File: config.mk
export PLATFORM = sky130hd
export DESIGN_NAME = pong_game_controller_flat
export DESIGN_NICKNAME = d
export VERILOG_FILES = /design/src/rtl/pong_game_controller_pkg.sv /design/src/rtl/pong_game_controller_if.sv /design/src/rtl/pong_game_controller_ball_physics.sv /design/src/rtl/pong_game_controller.sv /design/src/flat_wrapper.sv
export SDC_FILE = /design/constraint.sdc
export NUM_CORES = 1
export LEC_CHECK = 0
export BUFFER_PORTS_ARGS = -buffer_cell sky130_fd_sc_hd__buf_2
export CORE_MARGIN = 2
export CORE_UTILIZATION = 64
export DETAILED_ROUTE_END_ITERATION = 10
export PLACE_DENSITY = 0.94
export SLEW_MARGIN = 20
export SYNTH_ARGS = -nofsm -noshare
export SYNTH_HDL_FRONTEND = slang
export SYNTH_SLANG_ARGS = --single-unit
File: constraint.sdc
create_clock -name SYSTEM_CLOCK -period 7.8 [get_ports SYSTEM_CLOCK]
set_clock_uncertainty 0.1 [all_clocks]
set_input_delay 1.56 -clock SYSTEM_CLOCK [delete_from_list [all_inputs] [get_ports SYSTEM_CLOCK]]
set_output_delay 1.56 -clock SYSTEM_CLOCK [all_outputs]
set_load 0.03 [all_outputs]
File: src/rtl/pong_game_controller_pkg.sv
// Shared state encoding, screen/paddle geometry and helpers for the pong controller.
package pong_pkg;
    typedef enum logic [2:0] {ST_IDLE, ST_SERVE, ST_PLAY, ST_MISS, ST_OVER} state_e;
    typedef enum logic [1:0] {
        GS_IDLE  = 2'b00,
        GS_SERVE = 2'b01,
        GS_PLAY  = 2'b10,
        GS_OVER  = 2'b11
    } game_state_e;

    localparam int SCREEN_V_LIM  = 478;
    localparam int SCREEN_H_LIM  = 778;
    localparam int CENTER_H      = 385;
    localparam int CENTER_V      = 235;
    localparam int PADDLE_H_MIN  = 10;
    localparam int PADDLE_H_MAX  = 20;
    localparam int PADDLE_HEIGHT = 50;
    localparam int PADDLE_SHIFT  = 4;

    // MISS shares the SERVE code: the renderer only cares that play is paused.
    function automatic game_state_e report_state(input state_e s);
        case (s)
            ST_IDLE:           return GS_IDLE;
            ST_SERVE, ST_MISS: return GS_SERVE;
            ST_PLAY:           return GS_PLAY;
            default:           return GS_OVER;
        endcase
    endfunction

    function automatic logic [10:0] paddle_top(input logic [7:0] pos);
        return {3'b000, pos} << PADDLE_SHIFT;
    endfunction
endpackage

File: src/rtl/pong_game_controller_if.sv
// Frame/paddle inputs and ball/status outputs between the game controller and the renderer.
interface pong_game_controller_if;
    logic        FRAME_TICK;
    logic        START;
    logic [7:0]  PADDLE_POSITION;
    logic [10:0] BALL_H;
    logic [10:0] BALL_V;
    logic        BALL_VISIBLE;
    logic [7:0]  SCORE;
    logic [1:0]  LIVES_LEFT;
    logic [1:0]  GAME_STATE;

    modport master (
        output FRAME_TICK, START, PADDLE_POSITION,
        input  BALL_H, BALL_V, BALL_VISIBLE, SCORE, LIVES_LEFT, GAME_STATE
    );
    modport slave (
        input  FRAME_TICK, START, PADDLE_POSITION,
        output BALL_H, BALL_V, BALL_VISIBLE, SCORE, LIVES_LEFT, GAME_STATE
    );
endinterface

File: src/rtl/pong_game_controller_ball_physics.sv
// Combinational one-frame ball step: wall reflections and left-edge paddle hit/miss.
module ball_physics
    import pong_pkg::*;
#(
    parameter int BALL_SIZE = 8
) (
    input  logic [10:0]       ball_h,
    input  logic [10:0]       ball_v,
    input  logic signed [3:0] dx,
    input  logic signed [3:0] dy,
    input  logic [10:0]       pad_top,
    output logic [10:0]       nxt_h,
    output logic [10:0]       nxt_v,
    output logic signed [3:0] nxt_dx,
    output logic signed [3:0] nxt_dy,
    output logic              hit,
    output logic              miss
);
    localparam logic signed [11:0] TOP_LIM   = 12'sd0;
    localparam logic signed [11:0] BOT_LIM   = 12'(SCREEN_V_LIM - BALL_SIZE);
    localparam logic signed [11:0] RIGHT_LIM = 12'(SCREEN_H_LIM - BALL_SIZE);
    localparam logic signed [11:0] LEFT_LIM  = 12'(PADDLE_H_MAX);

    logic signed [11:0] nh;
    logic signed [11:0] nv;
    logic [11:0]        ball_bot;
    logic [11:0]        pad_bot;
    logic               pad_overlap;

    always_comb begin
        nh = $signed({1'b0, ball_h}) + $signed({{8{dx[3]}}, dx});
        nv = $signed({1'b0, ball_v}) + $signed({{8{dy[3]}}, dy});
        // Paddle test uses the pre-move row so a grazing ball is judged where it was drawn.
        ball_bot    = {1'b0, ball_v} + 12'(BALL_SIZE - 1);
        pad_bot     = {1'b0, pad_top} + 12'(PADDLE_HEIGHT);
        pad_overlap = (ball_bot >= {1'b0, pad_top}) && ({1'b0, ball_v} <= pad_bot);

        nxt_v  = nv[10:0];
        nxt_dy = dy;
        if (dy < 4'sd0 && nv <= TOP_LIM) begin
            nxt_v  = 11'd1;
            nxt_dy = -dy;
        end else if (dy > 4'sd0 && nv >= BOT_LIM) begin
            nxt_v  = 11'(SCREEN_V_LIM - 1 - BALL_SIZE);
            nxt_dy = -dy;
        end

        nxt_h  = nh[10:0];
        nxt_dx = dx;
        hit    = 1'b0;
        miss   = 1'b0;
        if (dx > 4'sd0 && nh >= RIGHT_LIM) begin
            nxt_h  = 11'(SCREEN_H_LIM - 1 - BALL_SIZE);
            nxt_dx = -dx;
        end else if (dx < 4'sd0 && nh <= LEFT_LIM) begin
            if (pad_overlap) begin
                hit    = 1'b1;
                nxt_h  = 11'(PADDLE_H_MAX + 1);
                nxt_dx = -dx;
            end else begin
                miss   = 1'b1;
                nxt_h  = ball_h;
            end
        end
    end
endmodule

File: src/rtl/pong_game_controller.sv
// Single-player pong sequencer: serve, play, miss and game-over, stepped once per frame tick.
module pong_game_controller
    import pong_pkg::*;
#(
    parameter int BALL_SIZE    = 8,
    parameter int SPEED        = 2,
    parameter int SERVE_FRAMES = 60,
    parameter int MISS_FRAMES  = 90,
    parameter int LIVES        = 3
) (
    input  logic                   SYSTEM_CLOCK,
    input  logic                   RESET,
    pong_game_controller_if.slave  bus
);
    localparam int CNT_MAX = (SERVE_FRAMES > MISS_FRAMES) ? SERVE_FRAMES : MISS_FRAMES;
    localparam int CNT_W   = $clog2(CNT_MAX + 1);
    localparam logic signed [3:0] SPEED_V = 4'(SPEED);

    state_e            state_q, state_d;
    logic [10:0]       ball_h_q, ball_h_d;
    logic [10:0]       ball_v_q, ball_v_d;
    logic signed [3:0] dx_q, dx_d;
    logic signed [3:0] dy_q, dy_d;
    logic [CNT_W-1:0]  cnt_q, cnt_d;
    logic [7:0]        score_q, score_d;
    logic [1:0]        lives_q, lives_d;
    logic              serve_dir_q, serve_dir_d;

    logic [10:0]       pad_top;
    logic [10:0]       phys_h, phys_v;
    logic signed [3:0] phys_dx, phys_dy;
    logic              phys_hit, phys_miss;
    logic              serve_done, miss_done;

    assign pad_top    = paddle_top(bus.PADDLE_POSITION);
    assign serve_done = (cnt_q == CNT_W'(SERVE_FRAMES - 1));
    assign miss_done  = (cnt_q == CNT_W'(MISS_FRAMES - 1));

    ball_physics #(.BALL_SIZE(BALL_SIZE)) u_phys (
        .ball_h  (ball_h_q),
        .ball_v  (ball_v_q),
        .dx      (dx_q),
        .dy      (dy_q),
        .pad_top (pad_top),
        .nxt_h   (phys_h),
        .nxt_v   (phys_v),
        .nxt_dx  (phys_dx),
        .nxt_dy  (phys_dy),
        .hit     (phys_hit),
        .miss    (phys_miss)
    );

    always_ff @(posedge SYSTEM_CLOCK) begin
        if (!RESET) begin
            state_q     <= ST_IDLE;
            ball_h_q    <= 11'(CENTER_H);
            ball_v_q    <= 11'(CENTER_V);
            dx_q        <= '0;
            dy_q        <= '0;
            cnt_q       <= '0;
            score_q     <= '0;
            lives_q     <= 2'(LIVES);
            serve_dir_q <= 1'b0;
        end else begin
            state_q     <= state_d;
            ball_h_q    <= ball_h_d;
            ball_v_q    <= ball_v_d;
            dx_q        <= dx_d;
            dy_q        <= dy_d;
            cnt_q       <= cnt_d;
            score_q     <= score_d;
            lives_q     <= lives_d;
            serve_dir_q <= serve_dir_d;
        end
    end

    always_comb begin
        state_d = state_q;
        if (bus.FRAME_TICK) begin
            case (state_q)
                ST_IDLE, ST_OVER: if (bus.START) state_d = ST_SERVE;
                ST_SERVE:         if (serve_done) state_d = ST_PLAY;
                ST_PLAY:          if (phys_miss) state_d = ST_MISS;
                ST_MISS:          if (miss_done) state_d = (lives_q == 2'd0) ? ST_OVER : ST_SERVE;
                default:          state_d = ST_IDLE;
            endcase
        end
    end

    always_comb begin
        ball_h_d    = ball_h_q;
        ball_v_d    = ball_v_q;
        dx_d        = dx_q;
        dy_d        = dy_q;
        cnt_d       = cnt_q;
        score_d     = score_q;
        lives_d     = lives_q;
        serve_dir_d = serve_dir_q;
        if (bus.FRAME_TICK) begin
            case (state_q)
                ST_IDLE, ST_OVER: begin
                    if (bus.START) begin
                        score_d  = '0;
                        lives_d  = 2'(LIVES);
                        cnt_d    = '0;
                        ball_h_d = 11'(CENTER_H);
                        ball_v_d = 11'(CENTER_V);
                    end
                end
                ST_SERVE: begin
                    if (serve_done) begin
                        // Alternate the vertical launch direction on every serve.
                        cnt_d       = '0;
                        dx_d        = SPEED_V;
                        dy_d        = serve_dir_q ? -SPEED_V : SPEED_V;
                        serve_dir_d = ~serve_dir_q;
                    end else begin
                        cnt_d = cnt_q + 1'b1;
                    end
                end
                ST_PLAY: begin
                    if (phys_miss) begin
                        lives_d = lives_q - 2'd1;
                        cnt_d   = '0;
                    end else begin
                        ball_h_d = phys_h;
                        ball_v_d = phys_v;
                        dx_d     = phys_dx;
                        dy_d     = phys_dy;
                        if (phys_hit && score_q != 8'hFF) score_d = score_q + 8'd1;
                    end
                end
                ST_MISS: begin
                    if (miss_done) begin
                        cnt_d    = '0;
                        ball_h_d = 11'(CENTER_H);
                        ball_v_d = 11'(CENTER_V);
                    end else begin
                        cnt_d = cnt_q + 1'b1;
                    end
                end
                default: ;
            endcase
        end
    end

    always_comb begin
        bus.BALL_H       = ball_h_q;
        bus.BALL_V       = ball_v_q;
        bus.BALL_VISIBLE = (state_q == ST_SERVE) || (state_q == ST_PLAY);
        bus.SCORE        = score_q;
        bus.LIVES_LEFT   = lives_q;
        bus.GAME_STATE   = report_state(state_q);
    end
endmodule

File: src/flat_wrapper.sv
// flat-port wrapper written by rule: the top's interface ports become plain ports
module pong_game_controller_flat import pong_pkg::*;
#(
    parameter int BALL_SIZE    = 8,
    parameter int SPEED        = 2,
    parameter int SERVE_FRAMES = 60,
    parameter int MISS_FRAMES  = 90,
    parameter int LIVES        = 3
)
  (SYSTEM_CLOCK, RESET, bus_FRAME_TICK, bus_START, bus_PADDLE_POSITION, bus_BALL_H, bus_BALL_V, bus_BALL_VISIBLE, bus_SCORE, bus_LIVES_LEFT, bus_GAME_STATE);
  pong_game_controller_if bus_i ();
  input  logic SYSTEM_CLOCK;
  input  logic RESET;
  input wire logic [$bits(bus_i.FRAME_TICK)-1:0] bus_FRAME_TICK;
  input wire logic [$bits(bus_i.START)-1:0] bus_START;
  input wire logic [$bits(bus_i.PADDLE_POSITION)-1:0] bus_PADDLE_POSITION;
  output wire logic [$bits(bus_i.BALL_H)-1:0] bus_BALL_H;
  output wire logic [$bits(bus_i.BALL_V)-1:0] bus_BALL_V;
  output wire logic [$bits(bus_i.BALL_VISIBLE)-1:0] bus_BALL_VISIBLE;
  output wire logic [$bits(bus_i.SCORE)-1:0] bus_SCORE;
  output wire logic [$bits(bus_i.LIVES_LEFT)-1:0] bus_LIVES_LEFT;
  output wire logic [$bits(bus_i.GAME_STATE)-1:0] bus_GAME_STATE;
  assign bus_i.FRAME_TICK = bus_FRAME_TICK;
  assign bus_i.START = bus_START;
  assign bus_i.PADDLE_POSITION = bus_PADDLE_POSITION;
  assign bus_BALL_H = bus_i.BALL_H;
  assign bus_BALL_V = bus_i.BALL_V;
  assign bus_BALL_VISIBLE = bus_i.BALL_VISIBLE;
  assign bus_SCORE = bus_i.SCORE;
  assign bus_LIVES_LEFT = bus_i.LIVES_LEFT;
  assign bus_GAME_STATE = bus_i.GAME_STATE;
  pong_game_controller #(.BALL_SIZE(BALL_SIZE), .SPEED(SPEED), .SERVE_FRAMES(SERVE_FRAMES), .MISS_FRAMES(MISS_FRAMES), .LIVES(LIVES)) u_core (.SYSTEM_CLOCK(SYSTEM_CLOCK), .RESET(RESET), .bus(bus_i));
endmodule
==> results of run 1 <==
==> layout make-up <==
| type | count | area share |
|---|---|---|
| Multi-Input combinational cell | 412 | 0.656 |
| Tap cell | 77 | 0.0219 |
| Inverter | 29 | 0.0247 |
| Timing Repair Buffer | 45 | 0.0512 |
| Sequential cell | 49 | 0.223 |
| Clock buffer | 7 | 0.0219 |
| Clock inverter | 1 | 0.00114 |
==> metrics by stage <==
step	worst slack [ps]	instance area [sq um]	util
after floorplan	3340	4070	-
after global placement	2750	4300	0.689
after detailed placement	2650	4300	0.689
after CTS	2980	4400	0.705
after global routing	2700	4400	0.705
final	2950	4400	0.705
==> worst min-delay path, stage by stage, from the launching register on <==
cell and delay (ps):
dfxtp_1 320, inv_1 70, a31oi_1 70
==> layer usage <==
layer	vias to the layer above	track usage
li1	1972	-
met1	1960	0.356
met2	179	0.513
met3	30	0.0455
met4	0	0.0938
met5	-	0
==> sequential cells by signal, indices dropped and copies added, names as in the netlist <==
| register | flops |
|---|---|
| u_core.state_q | 3 |
| u_core.dy_q | 3 |
| u_core.serve_dir_q | 1 |
| u_core.bus.BALL_H | 11 |
| u_core.dx_q | 3 |
| u_core.cnt_q | 7 |
| u_core.bus.BALL_V | 11 |
| u_core.bus.LIVES_LEFT | 2 |
| u_core.bus.SCORE | 8 |
==> logic make-up (layout without fill, tap and decap cells) <==
| family | after synthesis | in the layout |
|---|---|---|
| AO/OA/AOI/OAI | 165 | 165 |
| flip-flops | 49 | 49 |
| multiplexers | 2 | 2 |
| other | 1 | 1 |
| adder cells (fa/ha/maj) | 43 | 43 |
| AND/OR/NAND/NOR | 170 | 170 |
| XOR/XNOR | 31 | 31 |
| buffers and inverters | 49 | 82 |
==> cells in the final DEF (no fill, tap or decap), types with 6 or more instances in the layout <==
master    count
a21oi_1      33
a22o_1        8
a211o_1       6
nand2b_1      6
nand2_1      40
ha_1         42
nor2_1       45
clkbuf_8      7
xor2_1       15
xnor2_1      16
o31ai_1       8
buf_2        45
a21o_1       10
o21a_1       13
and3_1        6
nand3_1      14
or3_1         6
dfxtp_1      49
inv_1        29
o21ai_0      23
nor3_1       13
nand4_1       8
==> power by group <==
group / switching, W / leakage [nW] / internal (W)
registers: 0.00000502 / 0.395 / 0.000252
logic: 0.0000565 / 1.53 / 0.0000271
clock network: 0.0000872 / 0.0542 / 0.0000803
total: 0.000149 / 1.98 / 0.000360
==> how the worst max path moves through the flow <==
stage                           startpoint                                 to  slack, ps  cells past startpoint
global route        bus_PADDLE_POSITION[0]       u_core.cnt_q[0]$_SDFFE_PN0P_       2700                     15
detailed placement  bus_PADDLE_POSITION[0]       u_core.cnt_q[3]$_SDFFE_PN0P_       2650                     15
global placement    bus_PADDLE_POSITION[0]       u_core.cnt_q[0]$_SDFFE_PN0P_       2750                     15
floorplan           bus_PADDLE_POSITION[0]  u_core.bus.BALL_V[2]$_SDFFE_PN0P_       3340                     17
finish              bus_PADDLE_POSITION[0]       u_core.cnt_q[3]$_SDFFE_PN0P_       2950                     15
CTS                 bus_PADDLE_POSITION[0]       u_core.cnt_q[3]$_SDFFE_PN0P_       2980                     15
==> impl_metrics.py, run 1 <==
metrics = {
    "run_status": {
        "status": "finished, final reports clean",
    },
    "timing": {
        "period_needed_ps": 4850,
        "fin_setup_tns_ps": 0,
        "clock.fmax_ghz": 0.206,
        "timing.hold.ws_ps": 395,
        "hold_viol_final": 0,
        "finalCritPeriodShare": 0.621,
        "tightest_slew_ps": 993,
        "maxSlewViolCount": 0,
        "setup_viol": 0,
        "relSlewSlack": 0.332,
        "grt_setup_unrepaired": "false",
    },
    "power_and_ir_drop": {
        "power.density_nw_per_um2": 116,
        "total_power_w": 0.000508,
        "vdd_ir_drop_max_mv": 0.127,
        "leakage_nw": 1.98,
    },
    "grt": {
        "grt_pass1_wl_um": 17200,
        "grt_antenna_before_repair": 0,
        "grt_use_total": 0.289,
        "grt_pass1_vias": 3877,
        "grt-ovfl-total": 0,
        "grt_start_max_net_pins": 23,
    },
    "floorplan": {
        "core_area_sq_um": 6240,
        "die_w_um": 83.7,
        "die_area_sq_um": 7010,
        "dieHeight_um": 83.7,
        "num_rows": 29,
        "initial_core_util": 0.652,
        "boundaryPins": 47,
    },
    "critical_path": {
        "r2r_setup_slack_ps": 3300,
        "crit_fanout": 11,
        "worstPathArrival_ps": 4930,
        "cp_slowest_cell": "o21ai_1",
        "cpPeakStageDelay_ps": 570,
        "reg2regPathDepth": 12,
        "path_buf_inv": 2,
        "r2r_start": "u_core.bus.BALL_V[1]$_SDFFE_PN1P_",
        "timing.rr.end": "u_core.cnt_q[5]$_SDFFE_PN0P_",
        "startpoint_type": "input pin",
        "path_cells": "buf_2 -> inv_1 -> ha_1 -> nor3_1 -> nand3_1 -> xnor2_1 -> ha_1 -> nand4b_1 -> o32a_1 -> o31ai_1 -> o32ai_1 -> and3_1 -> o21ai_1 -> or2_0 -> o31ai_1",
        "cp-end-kind": "register",
        "crit_required_ps": 7880,
        "cp_top_family": "compound AO/OA/AOI/OAI gates",
        "crit_type": "in -> reg",
    },
    "drt": {
        "first_pass_iters": 5,
        "finalWirelength_um": 10300,
        "wl_met3_um": 647,
        "ant_nets": 0,
        "top_layer": "met4",
        "wl_met2_um": 5160,
        "drtIter0Drc": 307,
        "drt-met1-wl_um": 4240,
        "drc": 0,
        "via_per_inst": 6.68,
        "num_vias": 4141,
        "avgRoutedWirePerCell_um": 16.6,
    },
    "clock_tree": {
        "cts_made_buffers": 5,
        "hold_buffers": 0,
        "clockBufferDepth": 2,
        "cts_setup_buffers": 0,
        "cts_tree": "done",
        "ctsResizeCount": 0,
        "cts_sinks": 49,
        "cts.clk_slew.worst_paths_ps": 90,
        "cts_htree_levels": 2,
        "root_buffer": "clkbuf_8",
        "clock_latency_ps": 310,
    },
    "placed_design": {
        "place_congestion": 0.906,
        "io_buffers": 45,
        "dp.cells": 612,
        "dpl.hpwl_um": 7600,
    },
    "synth": {
        "yosys.area_share.simple": 0.208,
        "netlist_area_sq_um": 4070,
        "synth_xor_area_frac": 0.0667,
        "synth_nets": 565,
        "synth_top_family_by_area": "compound AO/OA/AOI/OAI gates",
        "synth-compound-area-share": 0.295,
        "yosysTopAreaCellShare": 0.241,
        "synth.most_common_cell": "dfxtp_1",
        "ys_ff_latch": 49,
        "synth_mux_area_frac": 0.00492,
        "ys_types": 72,
        "async_flop_share": 0,
        "post_synth.cell_area_avg_sq_um": 7.98,
        "synth.largest_area_cell": "dfxtp_1",
        "synth.top_cells.by_area": "dfxtp_1, ha_1, nor2_1, a21oi_1, nand2_1",
        "synth_common_cells": "dfxtp_1, nor2_1, ha_1, nand2_1, a21oi_1",
        "synthAdderAreaFrac": 0.134,
        "ys.flop_type": "dfxtp_1",
        "synth_cells": 510,
        "synth_edf_count": 0,
        "yosysSeqAreaShare": 0.241,
        "synth_warnings": 0,
    },
    "worst_hold_path": {
        "hold_path_class": "reg -> reg",
        "hp-start": "u_core.bus.LIVES_LEFT[1]$_SDFFE_PN1P_",
        "holdPathStages": 2,
        "holdPathEnd": "u_core.bus.LIVES_LEFT[1]$_SDFFE_PN1P_",
    },
    "finish": {
        "seq_area_sq_um": 981,
        "nets": 597,
        "multi_input_area_sq_um": 2890,
        "syn_to_final_growth_pct": 8.12,
        "drive_above_1_share": 0.112,
        "n_antenna_cell": 0,
        "fillers": 497,
        "instances_no_fill": 620,
    },
    "job": {
        "drv_cap": 0,
    },
}
(Power assumes the default switching activity.)
==> run 2: changes to the inputs <==
CORE_UTILIZATION = 60   (was 64)
PLACE_DENSITY = 0.9   (was 0.94)
clock period = 4.7 ns   (was 7.8 ns; I/O delays follow)
==> run 2 against run 1 <==
  * Clock-buffer cell count unchanged
  * Core utilization decreased by 3.6 points
  * Via count decreased by 1.1%
  * Combinational power increased by 75%
  * Register-to-register slack got worse by 2800 ps
  * Global-route usage decreased by 2.0 points
  * Final cell count increased by 1.9%
  * Sequential share of layout area decreased by 0.36 points
  * Design area increased by 1.6%
  * Worst hold slack improved by 1.5 ps
  * Highest routed layer unchanged
==> impl_metrics.py, run 2 (synthesized netlist as in run 1, its figures left out) <==
metrics = {
    "drt": {
        "num_vias": 4095,
        "avgRoutedWirePerCell_um": 16.2,
        "finalWirelength_um": 10200,
        "ant_nets": 0,
        "via_per_inst": 6.48,
        "drc": 0,
        "drtIter0Drc": 205,
        "first_pass_iters": 5,
    },
    "timing": {
        "grt_setup_unrepaired": "false",
        "maxSlewViolCount": 0,
        "setup_ws_ps": 480,
        "finalCritPeriodShare": 0.898,
        "fin_setup_tns_ps": 0,
        "clock.fmax_ghz": 0.237,
        "tightest_slew_ps": 706,
        "setup_viol": 0,
        "relSlewSlack": 0.526,
        "hold_viol_final": 0,
        "period_needed_ps": 4220,
    },
    "clock_tree": {
        "clockBufferDepth": 2,
        "cts_sinks": 49,
        "cts_htree_levels": 2,
        "root_buffer": "clkbuf_8",
        "cts_tree": "done",
        "cts_setup_buffers": 0,
        "cts.clk_slew.worst_paths_ps": 90,
        "hold_buffers": 0,
        "cts_made_buffers": 5,
        "clock_latency_ps": 300,
        "ctsResizeCount": 0,
    },
    "power_and_ir_drop": {
        "leakage_nw": 2.03,
        "power.density_nw_per_um2": 189,
        "total_power_w": 0.000844,
        "vdd_ir_drop_max_mv": 0.160,
    },
    "run_status": {
        "status": "finished, final reports clean",
    },
    "worst_hold_path": {
        "hold_path_class": "reg -> reg",
        "holdPathStages": 1,
        "hp-start": "u_core.cnt_q[6]$_SDFFE_PN0P_",
        "holdPathEnd": "u_core.cnt_q[6]$_SDFFE_PN0P_",
    },
    "grt": {
        "grt_pass1_wl_um": 16700,
        "grt_pass1_vias": 3744,
        "grt_start_max_net_pins": 23,
        "grt_antenna_before_repair": 0,
        "grt_use_total": 0.269,
        "grt-ovfl-total": 0,
    },
    "critical_path": {
        "r2r_setup_slack_ps": 480,
        "startpoint_type": "input pin",
        "reg2regPathDepth": 13,
        "crit_fanout": 6,
        "cp-end-kind": "register",
        "r2r_start": "u_core.bus.BALL_V[4]$_SDFFE_PN0P_",
        "crit_type": "in -> reg",
        "timing.rr.end": "u_core.cnt_q[5]$_SDFFE_PN0P_",
        "worstPathArrival_ps": 4320,
        "crit_required_ps": 4800,
    },
    "floorplan": {
        "num_rows": 30,
        "boundaryPins": 47,
        "initial_core_util": 0.609,
        "die_w_um": 86.4,
        "die_area_sq_um": 7460,
        "dieHeight_um": 86.4,
        "core_area_sq_um": 6680,
    },
    "finish": {
        "drive_above_1_share": 0.127,
        "syn_to_final_growth_pct": 9.87,
        "fin_util": 0.669,
        "final_cell_mix": "dfxtp_1, nor2_1, buf_2",
        "stdcell_area_sq_um": 4470,
        "nets": 606,
        "final_common_cell": "dfxtp_1",
        "n_antenna_cell": 0,
    },
    "placed_design": {
        "pre_cts_ws_ps": 212,
        "dpl.hpwl_um": 7700,
        "place_congestion": 0.905,
        "placed_area_sq_um": 4370,
        "io_buffers": 45,
    },
    "job": {
        "drv_cap": 0,
    },
}
run 2: worst max-delay path by stage:
stage / startpoint / endpoint
after CTS: bus_PADDLE_POSITION[0] / u_core.cnt_q[5]$_SDFFE_PN0P_
after floorplan: bus_PADDLE_POSITION[0] / u_core.bus.BALL_V[2]$_SDFFE_PN0P_
after detailed placement: bus_PADDLE_POSITION[0] / u_core.cnt_q[5]$_SDFFE_PN0P_
final: bus_PADDLE_POSITION[0] / u_core.cnt_q[5]$_SDFFE_PN0P_
after global placement: bus_PADDLE_POSITION[0] / u_core.cnt_q[3]$_SDFFE_PN0P_
after global routing: u_core.bus.BALL_V[4]$_SDFFE_PN0P_ / u_core.cnt_q[3]$_SDFFE_PN0P_
run 2: area by class of cell:
cell class,count,area (sq um)
well taps,80,100
fillers,528,2210
clock inverters,1,5.00
multi-input cells,412,2890
flip-flops and latches,49,981
inverters,29,109
repair buffers,54,293
clock buffers,7,96.3
run 2: stage by stage:
stage	std cells	hold slack, ps
4_1_cts	632	401
3_3_place_gp	624	368
3_5_place_dp	624	385
6_report	632	397
2_1_floorplan	510	350
5_1_grt	632	425
run 2: where the power goes:
group	switching (W)	total [W]	internal (W)
combinational	0.0000966	0.000146	0.0000490
clock	0.000139	0.000273	0.000133
sequential	0.00000724	0.000426	0.000419
total	0.000243	0.000844	0.000601
run 2: worst max-delay path: stages:
cell and delay [ps]:
buf_2 140, inv_1 60, ha_1 220, nor3_1 320, nand3_1 150, xnor2_1 200, ha_1 280, nand4b_1 90
o32a_1 140, o31ai_1 80, o32ai_1 350, and3_1 420, o21ai_1 200, or2_0 390, o41ai_2 350
run 2: routing by layer:
| layer | vias up | GRT usage | wire, um |
|---|---|---|---|
| met1 | 1922 | 0.333 | 4420 |
| met4 | 0 | 0.0994 | 171 |
| met2 | 165 | 0.478 | 5080 |
| li1 | 1987 | - | - |
| met3 | 21 | 0.0324 | 575 |
| met5 | - | 0 | 0 |
